$ cat config.mk
export PLATFORM = sky130hd
export DESIGN_NAME = controle_rolhas
export DESIGN_NICKNAME = d
export VERILOG_FILES = /design/src/rtl/controle_rolhas.sv
export SDC_FILE = /design/constraint.sdc
export NUM_CORES = 1
export LEC_CHECK = 0
export BUFFER_PORTS_ARGS = -buffer_cell sky130_fd_sc_hd__buf_2
export CAP_MARGIN = 15
export CORE_UTILIZATION = 60
export CTS_CLUSTER_DIAMETER = 150
export CTS_CLUSTER_SIZE = 12
export DETAILED_ROUTE_END_ITERATION = 8
export GPL_ROUTABILITY_DRIVEN = 0
export PLACE_DENSITY = 0.84
export SLEW_MARGIN = 25
export SYNTH_ARGS = -nofsm -noshare
export SYNTH_HDL_FRONTEND = slang
export SYNTH_SLANG_ARGS = --single-unit
$ cat constraint.sdc
create_clock -name clk -period 5.8 [get_ports clk]
set_input_delay 0.58 -clock clk [delete_from_list [all_inputs] [get_ports clk]]
set_output_delay 0.58 -clock clk [all_outputs]
set_load 0.01 [all_outputs]
$ cat src/rtl/controle_rolhas.sv
// Cork tray controller: 4-phase grant to the capping station, BCD tray level,
// 4-phase refill requests and CR/BZ flags. Define TOTAL_COUNT_EN to add total_rolhas.
module controle_rolhas #(
  parameter int unsigned REFILL_QTY      = 20,
  parameter int unsigned LOW_MARK        = 5,
  parameter int unsigned DISPENSE_CYCLES = 2
) (
  input  logic        clk,
  input  logic        reset,
  input  logic        pedido_rolha,
  output logic        rolha_ok,
  output logic        reabastecer_req,
  input  logic        reabastecer_ack,
  output logic [3:0]  unidades_bandeja,
  output logic [3:0]  dezenas_bandeja,
  output logic        CR,
  output logic        BZ
`ifdef TOTAL_COUNT_EN
  ,
  output logic [15:0] total_rolhas
`endif
);

  typedef enum logic [1:0] {IDLE, DISPENSE, RELEASE} state_t;

  localparam logic [3:0] INIT_TENS  = 4'(REFILL_QTY / 10);
  localparam logic [3:0] INIT_UNITS = 4'(REFILL_QTY % 10);
  localparam logic [3:0] CNT_LOAD   = 4'(DISPENSE_CYCLES - 1);
  localparam logic [7:0] REFILL_ADD = 8'(REFILL_QTY);
  localparam logic [7:0] LOW_LEVEL  = 8'(LOW_MARK);
  localparam logic [7:0] MAX_LEVEL  = 8'd99;

  state_t      state, state_next;
  logic [3:0]  cnt, cnt_next;
  logic [7:0]  level, level_sum, level_next;
  logic [3:0]  tens_next, units_next;
  logic        req_next;
  logic        dec, add;

  assign level = 8'(dezenas_bandeja) * 8'd10 + 8'(unidades_bandeja);
  assign CR    = (level == LOW_LEVEL);
  assign BZ    = (level == '0);

  assign dec = (state == DISPENSE) && (cnt == '0);
  assign add = reabastecer_req && reabastecer_ack;

  // Dispense and refill can land on the same edge; merge them in binary
  // (8 bits so the sum cannot wrap before saturation), then re-split to BCD.
  always_comb begin
    level_sum  = level - 8'(dec) + (add ? REFILL_ADD : '0);
    level_next = (level_sum > MAX_LEVEL) ? MAX_LEVEL : level_sum;
    tens_next  = 4'(level_next / 8'd10);
    units_next = 4'(level_next % 8'd10);
  end

  always_comb begin
    state_next = state;
    cnt_next   = cnt;
    case (state)
      IDLE: begin
        if (pedido_rolha && (level != '0)) begin
          state_next = DISPENSE;
          cnt_next   = CNT_LOAD;
        end
      end
      DISPENSE: begin
        if (cnt == '0) state_next = RELEASE;
        else           cnt_next   = cnt - 4'd1;
      end
      RELEASE: begin
        if (!pedido_rolha) state_next = IDLE;
      end
      default: state_next = IDLE;
    endcase
  end

  always_comb begin
    req_next = reabastecer_req;
    if (add)
      req_next = 1'b0;
    else if (!reabastecer_req && !reabastecer_ack && (level <= LOW_LEVEL))
      req_next = 1'b1;
  end

  always_ff @(posedge clk or posedge reset) begin
    if (reset) begin
      state            <= IDLE;
      cnt              <= '0;
      rolha_ok         <= 1'b0;
      reabastecer_req  <= 1'b0;
      dezenas_bandeja  <= INIT_TENS;
      unidades_bandeja <= INIT_UNITS;
    end else begin
      state            <= state_next;
      cnt              <= cnt_next;
      rolha_ok         <= (state_next == RELEASE);
      reabastecer_req  <= req_next;
      dezenas_bandeja  <= tens_next;
      unidades_bandeja <= units_next;
    end
  end

`ifdef TOTAL_COUNT_EN
  always_ff @(posedge clk or posedge reset) begin
    if (reset)    total_rolhas <= '0;
    else if (dec) total_rolhas <= total_rolhas + 16'd1;
  end
`endif

endmodule
==> qor.txt, run 1 <==
status -> finished with violations
failing checks -> DRC
RSZ-0062 raised after global routing -> false
Period minus WS final -> 5060 ps
Slew Limit Fails -> 0
clock skew -> 2.05 ps
vias in the first global route -> 1402
WHS -> 353 ps
I/O pin cnt -> 16
Hold Buf Count CTS -> 0
area delta synth->final -> 5.59%
DR WL/cell -> 14.1 µm
floorplan core area -> 2810 µm²
part of the cycle the worst path needs -> 87.3%
via count -> 1602
Fill cells -> 225
HPWL after detailed placement -> 2900 µm
gate count of the mapped netlist -> 220
sequential cell area -> 402 µm²
post-route ant nets -> 0
asr flop ratio synth -> 100%
setup_tns -> 0 ps
DR vias/cell -> 6.16
Total Wirelength -> 3660 µm
clock sinks -> 16
post_cts resized -> 0
Setup Fix Bufs, Post-CTS -> 0
Max-Cap Viols -> 0
row count -> 19
first-pass GRT wire length -> 6290 µm
GR Util All Layers -> 24.0%
#FFs+latches synth -> 16
Clock Latency Late Sink -> 270 ps
Die Wd -> 57.0 µm
endpoint type of the worst setup path -> flop
Root Buffer -> clkbuf_4
share of layout cells above drive strength 1 -> 14.0%
Final Hold Vio Count -> 0
Seq/Total Area, Yosys -> 22.2%
GRT Residual Overflow -> 0
H-Tree Depth -> 1
Max Buffers Root-to-Sink -> 2
syn_nets -> 247
Crit Path Max Fanout -> 13
EDFF count, synth -> 0
CTS tree -> built
initial drt markers -> 63
Mean Syn Cell Area -> 8.24 µm²
Worst Reg-to-Reg Cells -> 19
critical path class -> reg -> reg
total die area -> 3240 µm²
IO buf count -> 15
total inserted antenna cells -> 0
Layout Nets -> 257
CP required -> 5980 ps
worst min path class -> in -> async
Die Ht -> 57.0 µm
Initial Util -> 64.6%
Syn Std Cell Area -> 1810 µm²
final setup vio count -> 0
ys flop type -> dfrtp_1
Slew headroom -> 53.5%
Worst-path clk slew -> 90 ps
Least-Margin Pin Slew -> 693 ps
Yosys Warn Count -> 0
post-route DRC violation count -> 8
synth unique cells -> 60
Fmax -> 0.198 GHz
CTS Buf Count -> 3
drt first pass iters -> 6
Critical Path AT -> 5240 ps
largest net degree at the start of global routing -> 17
CP startpoint kind -> flop
Multi-input gate area -> 1280 µm²
initial antenna violation count -> 0
==> synthesized netlist by cell type, types with 2 or more instances <==
library cell	n	area [µm²]
o21ai_0	12	60.1
nor3_1	6	30.0
nand2b_1	2	12.5
nor2b_1	2	12.5
nor2_1	21	78.8
o2111ai_1	2	17.5
mux2i_1	4	40.0
a31o_2	2	17.5
o21ai_1	2	10.0
dfrtp_1	15	375
nand3_1	4	20.0
a21oi_1	16	80.1
nor4b_1	4	35.0
inv_1	20	75.1
clkbuf_1	4	15.0
a22oi_1	2	15.0
o21bai_1	2	15.0
fa_1	3	60.1
xor2_1	5	43.8
buf_2	5	25.0
and4_1	2	17.5
nand2_1	11	41.3
ha_1	20	250
or2_2	2	12.5
and3_1	4	25.0
nand4_1	5	31.3
nand3b_1	3	22.5
xnor2_1	7	61.3
a211oi_1	2	15.0
==> metal layers <==
layer / vias to the layer above / GRT usage (%) / wire length [µm]
met3: 2 / 2.49 / 104
met4: 0 / 1.74 / 10
met5: - / 0 / 0
met1: 743 / 35.1 / 1890
li1: 819 / - / -
met2: 38 / 40.2 / 1650
==> final timing paths <==
path,from,endpoint,slack [ps]
max,dezenas_bandeja[1],unidades_bandeja[3],740
min,reset,cnt[2],350
max reg2reg,dezenas_bandeja[1],unidades_bandeja[3],740
min reg2reg,reabastecer_req,reabastecer_req,560
max in group asynchronous,reset,dezenas_bandeja[0],5070
min in group clk,reabastecer_ack,reabastecer_req,470
==> per-stage QoR <==
stage	util, %	cell area [µm²]	instances	setup slack, ps
after floorplan	-	1810	220	1240
after detailed placement	66.9	1880	256	761
after CTS	68.2	1910	260	731
after global placement	66.9	1880	256	854
after global routing	68.2	1910	260	210
final	68.2	1910	260	739
==> cell type report <==
class	instances	area share (%)
Sequential cell	16	21.0
Inverter	20	3.92
Tap cell	31	2.03
Clock buffer	4	1.90
Timing Repair Buffer	16	4.32
Multi-Input combinational cell	173	66.8
==> critical path: stages, from the launching register on <==
cell and delay [ps]:
dfstp_2 590, ha_1 240, ha_1 220, fa_1 500, xnor2_1 330, inv_1 80, ha_1 500, o21ai_0 190
o21bai_1 160, a21oi_1 90, xnor2_1 580, o31a_1 440, inv_1 130, o21ai_0 170, a21oi_1 90, ha_1 220
inv_1 100, nand4_1 80, o311a_1 150, o32ai_2 100
==> placed cells by master, fill, tap and decap left out, types with 5 or more instances in the layout <==
| cell type | n |
|---|---|
| buf_2 | 15 |
| nand2_1 | 11 |
| xor2_1 | 5 |
| nor3_1 | 6 |
| inv_1 | 20 |
| xnor2_1 | 7 |
| ha_1 | 20 |
| nor2_1 | 21 |
| nand4_1 | 5 |
| dfrtp_1 | 15 |
| a21oi_1 | 16 |
| o21ai_0 | 12 |
==> kinds of logic (layout without fill, tap and decap cells) <==
family,after synthesis,count (layout),synth area share [%]
AND/OR/NAND/NOR,73,73,21.6
flip-flops,16,16,22.2
multiplexers,5,5,2.83
XOR/XNOR,12,12,5.80
adder cells (fa/ha/maj),24,24,17.7
AO/OA/AOI/OAI,59,59,22.7
buffers and inverters,31,40,7.25
==> registers in the layout, indices dropped and copies added, names as in the netlist <==
signal / cells
reabastecer_req: 1
cnt: 4
unidades_bandeja: 4
state: 2
dezenas_bandeja: 4
rolha_ok: 1
Power of run 1 is left out: the tool's default activity adds up to more than one toggle a clock period on the data nets, which glitch-free logic cannot reach.
==> run 2: changes to the inputs <==
Settings changed: ABC_AREA set to 1.
==> qor.txt, run 2 <==
Yosys Warn Count -> 0 (unchanged)
area delta synth->final -> 8.75%
setup_tns -> 0 ps (unchanged)
endpoint type of the worst setup path -> flop
total inserted antenna cells -> 0 (unchanged)
#FFs+latches synth -> 16 (unchanged)
Design Area, Final -> 1870 µm² (-2.4%)
vias in the first global route -> 1404 (+0.14%)
Slew headroom -> 59.9% (+6.4 points)
Area after DPL -> 1830 µm² (-2.5%)
initial antenna violation count -> 0 (unchanged)
GRT Residual Overflow -> 0 (unchanged)
final setup vio count -> 0 (unchanged)
Critical Path Start -> dezenas_bandeja[1]
share of layout cells above drive strength 1 -> 21.4% (+7.4 points)
syn_nets -> 265 (+7.3%)
DR WL/cell -> 11.1 µm (-21%)
ys flop type -> dfrtp_1
Least-Margin Pin Slew -> 601 ps (-92.2 ps)
Total Wirelength -> 3200 µm (-12%)
GR Util All Layers -> 23.2% (-0.70 points)
Fmax -> 0.223 GHz (+13%)
Mean Syn Cell Area -> 7.21 µm² (-12%)
Worst-path clk slew -> 100 ps (about the same)
synth unique cells -> 25 (-58%)
Seq/Total Area, Yosys -> 23.4% (+1.2 points)
top cells by count, synth -> 59 x nand2_1, 45 x inv_1, 20 x ha_1, 20 x nand3_1, 15 x dfrtp_1
EDFF count, synth -> 0 (unchanged)
IO buf count -> 15 (unchanged)
biggest regs -> cnt: 4 flops, dezenas_bandeja: 4 flops, unidades_bandeja: 4 flops
Die Wd -> 55.5 µm (-2.6%)
CTS tree -> built
first-pass GRT wire length -> 5800 µm (-7.8%)
largest area contributor in the netlist -> dfrtp_1
gate count of the mapped netlist -> 238 (+8.2%)
Worst R2R End -> unidades_bandeja[2]
Setup Fix Bufs, Post-CTS -> 0 (unchanged)
worst min path class -> in -> async
CP required -> 5990 ps (about the same)
Die Ht -> 55.5 µm (-2.6%)
reg2reg setup slack -> 1310 ps (+570 ps)
most frequent cells in the layout -> 59 x nand2_1, 45 x inv_1, 20 x nand3_1, 20 x ha_1
RSZ-0062 raised after global routing -> false
CTS Buf Count -> 3 (unchanged)
Slew Limit Fails -> 0 (unchanged)
total die area -> 3080 µm² (-5.1%)
Layout Nets -> 285 (+11%)
HPWL after detailed placement -> 2680 µm (-7.4%)
clock sinks -> 16 (unchanged)
CP startpoint kind -> flop
Period minus WS final -> 4490 ps (-570 ps)
initial drt markers -> 68 (+7.9%)
H-Tree Depth -> 1 (unchanged)
top cells by area, synth -> dfrtp_1 22%, ha_1 15%, nand2_1 13%
Max-Cap Viols -> 0 (unchanged)
most used cell, CP -> nand2_1
DR vias/cell -> 5.21 (-15%)
most common cell after layout, fill and taps aside -> nand2_1
Initial Util -> 62.8% (-1.8 points)
Synth top area share -> 21.9% (+1.1 points)
# placed instances -> 284 (+11%)
via count -> 1501 (-6.3%)
clock skew -> 2.06 ps (+0.00489 ps)
Syn Std Cell Area -> 1720 µm² (-5.2%)
floorplan core area -> 2730 µm² (-2.5%)
I/O pin cnt -> 16 (unchanged)
Root Buffer -> clkbuf_4
post-route ant nets -> 0 (unchanged)
final std cells w/o fill -> 288 (+11%)
largest net degree at the start of global routing -> 17 (unchanged)
Final Hold Vio Count -> 0 (unchanged)
CP peak stage delay -> 590 ps (about the same)
reg-to-reg startpoint -> dezenas_bandeja[1]
post_cts resized -> 0 (unchanged)
Crit Path Max Fanout -> 5 (-8)
drt first pass iters -> 4 (-2)
Fill cells -> 214 (-4.9%)
status -> complete, no violations
post-route DRC violation count -> 0 (-8)
Clock Latency Late Sink -> 290 ps (+20 ps)
part of the cycle the worst path needs -> 77.4% (-9.8 points)
end of the critical path -> unidades_bandeja[2]
Hold Buf Count CTS -> 0 (unchanged)
Critical Path AT -> 4690 ps (-550 ps)
critical path class -> reg -> reg
asr flop ratio synth -> 100% (unchanged)
top-count cell post-synth -> nand2_1
Crit-path slowest cell -> dfstp_2
Worst Reg-to-Reg Cells -> 28 (+9)
Max Buffers Root-to-Sink -> 2 (unchanged)
row count -> 19 (unchanged)
[run 2: cell type report]
class | count | area (µm²) | share of cell area, %
multi-input combinational | 170 | 1120 | 60.0
sequential | 16 | 402 | 21.5
inverter | 52 | 195 | 10.5
timing repair buffer | 15 | 75.1 | 4.02
tap | 31 | 38.8 | 2.08
clock buffer | 4 | 36.3 | 1.94
[run 2: metal layers]
| layer | vias up | track usage [%] | wire [µm] |
|---|---|---|---|
| li1 | 789 | - | - |
| met1 | 676 | 29.6 | 1500 |
| met2 | 31 | 39.9 | 1550 |
| met3 | 5 | 3.51 | 112 |
| met4 | 0 | 8.21 | 36 |
| met5 | - | 0 | 0 |
[run 2: kinds of logic after synthesis]
| logic type | Yosys count | synth area share, % |
|---|---|---|
| flops | 16 | 23.4 |
| simple gates | 123 | 37.2 |
| compound gates | 15 | 5.39 |
| xor+xnor | 9 | 4.59 |
| buf+inv | 52 | 11.4 |
| fa+ha+maj | 23 | 18.1 |
[run 2: worst max-delay path: cells and delay by family, from the launching register on]
family	cells	cell delay (ps)
xor+xnor	1	160
fa+ha+maj	5	1630
compound gates	1	280
flops	1	590
buf+inv	3	180
simple gates	18	1560
[run 2: worst min path at each step]
| stage | startpoint | endpoint | slack, ps | cells past startpoint |
|---|---|---|---|---|
| after floorplan | reset | cnt[0] | 490 | 1 |
| final | reset | dezenas_bandeja[0] | 340 | 2 |
| after global placement | reabastecer_req | reabastecer_req | 530 | 2 |
| after detailed placement | reabastecer_req | reabastecer_req | 530 | 2 |
| after global routing | reset | dezenas_bandeja[0] | 360 | 2 |
| after CTS | reset | unidades_bandeja[3] | 350 | 2 |
[run 2: per-stage QoR]
step / util [%] / setup slack, ps / hold WS (ps)
after floorplan: - / 1660 / 493
after global placement: 67.0 / 1450 / 528
after detailed placement: 67.0 / 1330 / 530
after CTS: 68.3 / 1320 / 354
after global routing: 68.3 / 889 / 355
final: 68.3 / 1310 / 336
Power of run 2 is left out for the same reason.
